### src/rtl/mem_dma.sv
// mem_dma: word-by-word memory-to-memory copy engine driving one port of a
// dual-port synchronous RAM (read data valid one cycle after the address).
// Optional constant-fill mode is enabled by defining MEM_DMA_FILL_EN.
module mem_dma #(
  parameter int unsigned DATA_WIDTH = 16,
  parameter int unsigned SIZE       = 1000,
  localparam int unsigned ADDR_W    = (SIZE > 1) ? $clog2(SIZE) : 1
) (
  input  logic                  clk,
  input  logic                  rst_n,
  input  logic                  start,
  input  logic [ADDR_W-1:0]     src,
  input  logic [ADDR_W-1:0]     dst,
  input  logic [ADDR_W-1:0]     len,
`ifdef MEM_DMA_FILL_EN
  input  logic                  fill,
  input  logic [DATA_WIDTH-1:0] fill_data,
`endif
  output logic                  busy,
  output logic                  done,
  output logic [ADDR_W-1:0]     mem_addr,
  output logic                  mem_wr_en,
  output logic [DATA_WIDTH-1:0] mem_wr_data,
  input  logic [DATA_WIDTH-1:0] mem_rd_data
);

  typedef enum logic [2:0] {
    IDLE  = 3'd0,
    READ  = 3'd1,
    WRITE = 3'd2,
    DONE  = 3'd3
`ifdef MEM_DMA_FILL_EN
    ,
    FILL  = 3'd4
`endif
  } state_e;

  state_e              state_q, state_d;
  logic [ADDR_W-1:0]   src_q, src_d;
  logic [ADDR_W-1:0]   dst_q, dst_d;
  logic [ADDR_W-1:0]   cnt_q, cnt_d;
  logic                busy_q, busy_d;
  logic                done_q, done_d;
  logic                mem_wr_en_q, mem_wr_en_d;
  logic [ADDR_W-1:0]   mem_addr_q, mem_addr_d;
`ifdef MEM_DMA_FILL_EN
  logic [DATA_WIDTH-1:0] fill_data_q, fill_data_d;
`endif

  // Address increment that wraps at the memory depth, not at the pointer width.
  function automatic logic [ADDR_W-1:0] addr_inc(input logic [ADDR_W-1:0] a);
    return (a == ADDR_W'(SIZE - 1)) ? '0 : a + ADDR_W'(1);
  endfunction

  // State, pointers and registered outputs.
  always_ff @(posedge clk or negedge rst_n) begin
    if (!rst_n) begin
      state_q     <= IDLE;
      src_q       <= '0;
      dst_q       <= '0;
      cnt_q       <= '0;
      busy_q      <= 1'b0;
      done_q      <= 1'b0;
      mem_wr_en_q <= 1'b0;
      mem_addr_q  <= '0;
`ifdef MEM_DMA_FILL_EN
      fill_data_q <= '0;
`endif
    end else begin
      state_q     <= state_d;
      src_q       <= src_d;
      dst_q       <= dst_d;
      cnt_q       <= cnt_d;
      busy_q      <= busy_d;
      done_q      <= done_d;
      mem_wr_en_q <= mem_wr_en_d;
      mem_addr_q  <= mem_addr_d;
`ifdef MEM_DMA_FILL_EN
      fill_data_q <= fill_data_d;
`endif
    end
  end

  // Next-state and pointer updates; outputs are derived from the next state so
  // the registered outputs line up with the state they belong to.
  always_comb begin
    state_d     = state_q;
    src_d       = src_q;
    dst_d       = dst_q;
    cnt_d       = cnt_q;
`ifdef MEM_DMA_FILL_EN
    fill_data_d = fill_data_q;
`endif
    case (state_q)
      IDLE: begin
        if (start) begin
          if (len == '0) begin
            state_d = DONE;
          end else begin
            src_d   = src;
            dst_d   = dst;
            cnt_d   = len;
            state_d = READ;
`ifdef MEM_DMA_FILL_EN
            if (fill) begin
              fill_data_d = fill_data;
              state_d     = FILL;
            end
`endif
          end
        end
      end
      READ: state_d = WRITE;
      WRITE: begin
        src_d   = addr_inc(src_q);
        dst_d   = addr_inc(dst_q);
        cnt_d   = cnt_q - ADDR_W'(1);
        state_d = (cnt_q == ADDR_W'(1)) ? DONE : READ;
      end
`ifdef MEM_DMA_FILL_EN
      FILL: begin
        dst_d   = addr_inc(dst_q);
        cnt_d   = cnt_q - ADDR_W'(1);
        state_d = (cnt_q == ADDR_W'(1)) ? DONE : FILL;
      end
`endif
      DONE:    state_d = IDLE;
      default: state_d = IDLE;
    endcase

    busy_d      = (state_d == READ) || (state_d == WRITE);
    done_d      = (state_d == DONE);
    mem_wr_en_d = (state_d == WRITE);
    mem_addr_d  = '0;
    if (state_d == READ)  mem_addr_d = src_d;
    if (state_d == WRITE) mem_addr_d = dst_d;
`ifdef MEM_DMA_FILL_EN
    if (state_d == FILL) begin
      busy_d      = 1'b1;
      mem_wr_en_d = 1'b1;
      mem_addr_d  = dst_d;
    end
`endif
  end

  // Write data: forwards the RAM read data during WRITE, since it only becomes
  // valid in that cycle; zero whenever no write is in progress.
  always_comb begin
    mem_wr_data = '0;
    if (state_q == WRITE) mem_wr_data = mem_rd_data;
`ifdef MEM_DMA_FILL_EN
    if (state_q == FILL) mem_wr_data = fill_data_q;
`endif
  end

  assign busy      = busy_q;
  assign done      = done_q;
  assign mem_wr_en = mem_wr_en_q;
  assign mem_addr  = mem_addr_q;

endmodule

### config.mk
export PLATFORM = sky130hd
export DESIGN_NAME = mem_dma
export DESIGN_NICKNAME = d
export VERILOG_FILES = /design/src/rtl/mem_dma.sv
export SDC_FILE = /design/constraint.sdc
export NUM_CORES = 1
export LEC_CHECK = 0
export ABC_AREA = 1
export CORE_MARGIN = 1.5
export CORE_UTILIZATION = 35
export DETAILED_ROUTE_END_ITERATION = 8
export PLACE_DENSITY = 0.69
export SLEW_MARGIN = 10
export SYNTH_ARGS = -nofsm -noshare
export SYNTH_HDL_FRONTEND = slang
export SYNTH_SLANG_ARGS = --single-unit
### constraint.sdc
create_clock -name clk -period 2.1 [get_ports clk]
set_input_delay 0.315 -clock clk [delete_from_list [all_inputs] [get_ports clk]]
set_output_delay 0.315 -clock clk [all_outputs]
set_load 0.05 [all_outputs]
==> results.cfg <==
[worst_setup_path]
regToRegSetupSlack_ps = 230
cp_max_fo = 26
timing.rr.start = state_q[0]$_DFF_PN0_
max_stage_delay_ps = 400
reg2reg_depth = 9
worstReg2RegEnd = mem_addr[0]$_DFF_PN0_
worstPathArrival_ps = 1640
critical_path_class = register to output port
cpMaxStageDelayCell = dfrtp_1
worstPathRequired_ps = 1780
endpoint_kind = output port
crit_chain = nor2_2 -> nand2_2 -> buf_4 -> nor2_1 -> buf_12
worst_setup_path_start_kind = register

[route]
ant_nets = 0
wl_met1_um = 3958
routed.top_layer = met4
route.met2.wl_um = 4161
postRouteWirelength_um = 8702
remaining_drc_errors = 0
firstDrtPassIters = 4
via_per_inst = 4.776
drt_iter0_markers = 146
wl_per_cell_um = 12.97
dr_total_vias = 3205
dr_wl_met3_um = 440

[clock_network]
root_buffer = clkbuf_8
clockBufferDepth = 2
cts-htree-levels = 2
clock_latency_ps = 300
clk_pin_slew_ps = 90
cts_tree = done
cts_made_buffers = 5
cts_sinks = 46

[sta]
finalCritPeriodShare_pct = 93.16
fin_skew_ps = 12.17
fmax_mhz = 511.2
drv_slew = 0
worstMarginPinSlew_ps = 813.6
grt_setup_unrepaired = no
hold_viol = 0
max_slew_margin_pct = 45.76
fin_crit_ps = 1956
finalSetupViolations = 0

[power_and_ir_drop]
power_leakage_nw = 2.201
power_density_nw_per_um2 = 622.4
ir_worst_vdd_mv = 0.2987

[synth]
synth_top_cell_by_area = dfrtp_1
syn-num-nets = 526
ys_types = 36
syn_inst = 473
synth_top_area_share_pct = 36.86
ys_ff_latch = 46
avgSynthCellArea_um2 = 6.603
yosys-top-cells-area = dfrtp_1, nand2_1, inv_1
synth_edf_count = 0
ys_warn_count = 0
yosysSeqAreaShare_pct = 36.86
syn_area_um2 = 3123
ys.flop_type = dfrtp_1
async_flop_share_pct = 100.0

[finish]
drive_gt1_share_pct = 11.01
final_util_pct = 50.09
nNetsFinal = 615
n_antenna_cell = 0
fin_cells = 671
area_growth_pct = 39.18

[die]
die-area_um2 = 9498
io_pins = 78
core_region_area_um2 = 8678
die_h_um = 97.46
start_util_pct = 35.99
fp.dieW_um = 97.46
rows = 34

[global_route]
grt_pass1_wl_um = 14880
grt_pass1_vias = 3145
grt_usage_pct = 19.11
overflow = 0
grt_max_degree = 37
antenna_found_initial = 0

[worst_hold_path]
hold_path.class = primary input to asynchronous set/reset pin

[placed_design]
dpl.hpwl_um = 6651
gp_congestion = 0.8980
io_buffer_count = 77
placed_cells_incl_taps = 663

[job]
maxCapViolCount = 0

[outcome]
status = completed
[sequential cells by signal, indices dropped and copies added, names as in the netlist]
name,cells
busy,1
src_q,10
state_q,3
mem_addr,10
done,1
dst_q,10
cnt_q,10
mem_wr_en,1
[stage by stage]
stage / TNS, ps / hold WS [ps] / setup WS (ps) / power (mW) / cell area, um^2
finish: 0 / 87.92 / 143.7 / 2.705 / 4347
global route: 0 / 156.9 / 41.41 / 2.892 / 4347
CTS: 0 / 119.4 / 64.04 / 2.719 / 4342
detailed placement: -3061 / 446.4 / -252.7 / 2.081 / 4232
global placement: -1949 / 448.4 / -208.9 / 2.061 / 4232
floorplan: 0 / 19.41 / 280.5 / 1.742 / 3123
[placed cells by master (no fill, tap or decap), drive strengths merged]
cell type and count:
or2 1, clkdlybuf4s50 60, a32oi 2, nand2 145, o211a 1, clkbuf 8
nor3 6, a21oi 12, o211ai 3, clkinv 1, inv 83, a22oi 1
o21bai 1, xor2 5, dfrtp 46, ha 4, o22ai 4, buf 33
nand3 46, nand3b 2, o21ai 18, nor2 74, nand4 6, conb 1
[worst max-delay path: cells and delay by family (launching register included)]
| kind | cells | cell delay (ps) |
|---|---|---|
| buf+inv | 2 | 400 |
| flops | 1 | 400 |
| simple gates | 3 | 530 |
[area by class of cell]
| class | count | area, um^2 |
|---|---|---|
| multi-input combinational | 332 | 1573 |
| sequential | 46 | 1151 |
| tap | 108 | 135.1 |
| inverter | 84 | 319.1 |
| timing repair buffer | 93 | 1059 |
| fill | 857 | 4332 |
| clock buffer | 8 | 110.1 |
[power breakdown]
group | total (mW) | switching, mW | internal (mW)
clock | 0.638 | 0.305 | 0.333
sequential | 1.17 | 0.146 | 1.02
combinational | 0.899 | 0.538 | 0.361
total | 2.71 | 0.989 | 1.72
[worst max-delay path by stage]
stage / startpoint / end
after global routing: state_q[0]$_DFF_PN0_ / mem_wr_data[12]
after global placement: len[4] / cnt_q[2]$_DFFE_PN0P_
after floorplan: state_q[0]$_DFF_PN0_ / mem_wr_data[0]
final: state_q[0]$_DFF_PN0_ / mem_wr_data[9]
after CTS: len[4] / cnt_q[2]$_DFFE_PN0P_
after detailed placement: len[4] / cnt_q[2]$_DFFE_PN0P_
[synthesized netlist by cell type (3+ instances only)]
library cell,count
buf_6,5
nor2_1,67
o21ai_0,15
dfrtp_1,46
nand4_1,6
nand2_2,3
a21oi_1,11
nand3_1,43
nor3_1,6
o22ai_1,4
o21ai_1,3
nand2_1,141
o211ai_1,3
nor2_2,5
ha_1,4
inv_1,80
nand3_2,3
xor2_1,5
[metal layers]
metal	global-route usage, %	vias up
met5	0	-
met4	6.044	0
met3	2.806	10
met2	32.26	92
met1	25.21	1466
li1	-	1637
[cells by family (layout without fill, tap and decap cells)]
logic type	after synthesis	count (layout)	share of synthesized area, %
compound gates	42	42	8.413
xor+xnor	5	5	1.402
buf+inv	95	185	12.94
other cells	1	1	0.1201
fa+ha+maj	4	4	1.603
simple gates	280	280	38.66
flops	46	46	36.86
[what timing repair did]
item	CTS	global route
resized for setup	0	1
buffers inserted	0	0
endpoints found under the setup margin	0	9
hold buffers	0	0
Note: power is estimated with default switching activity, not from simulation.
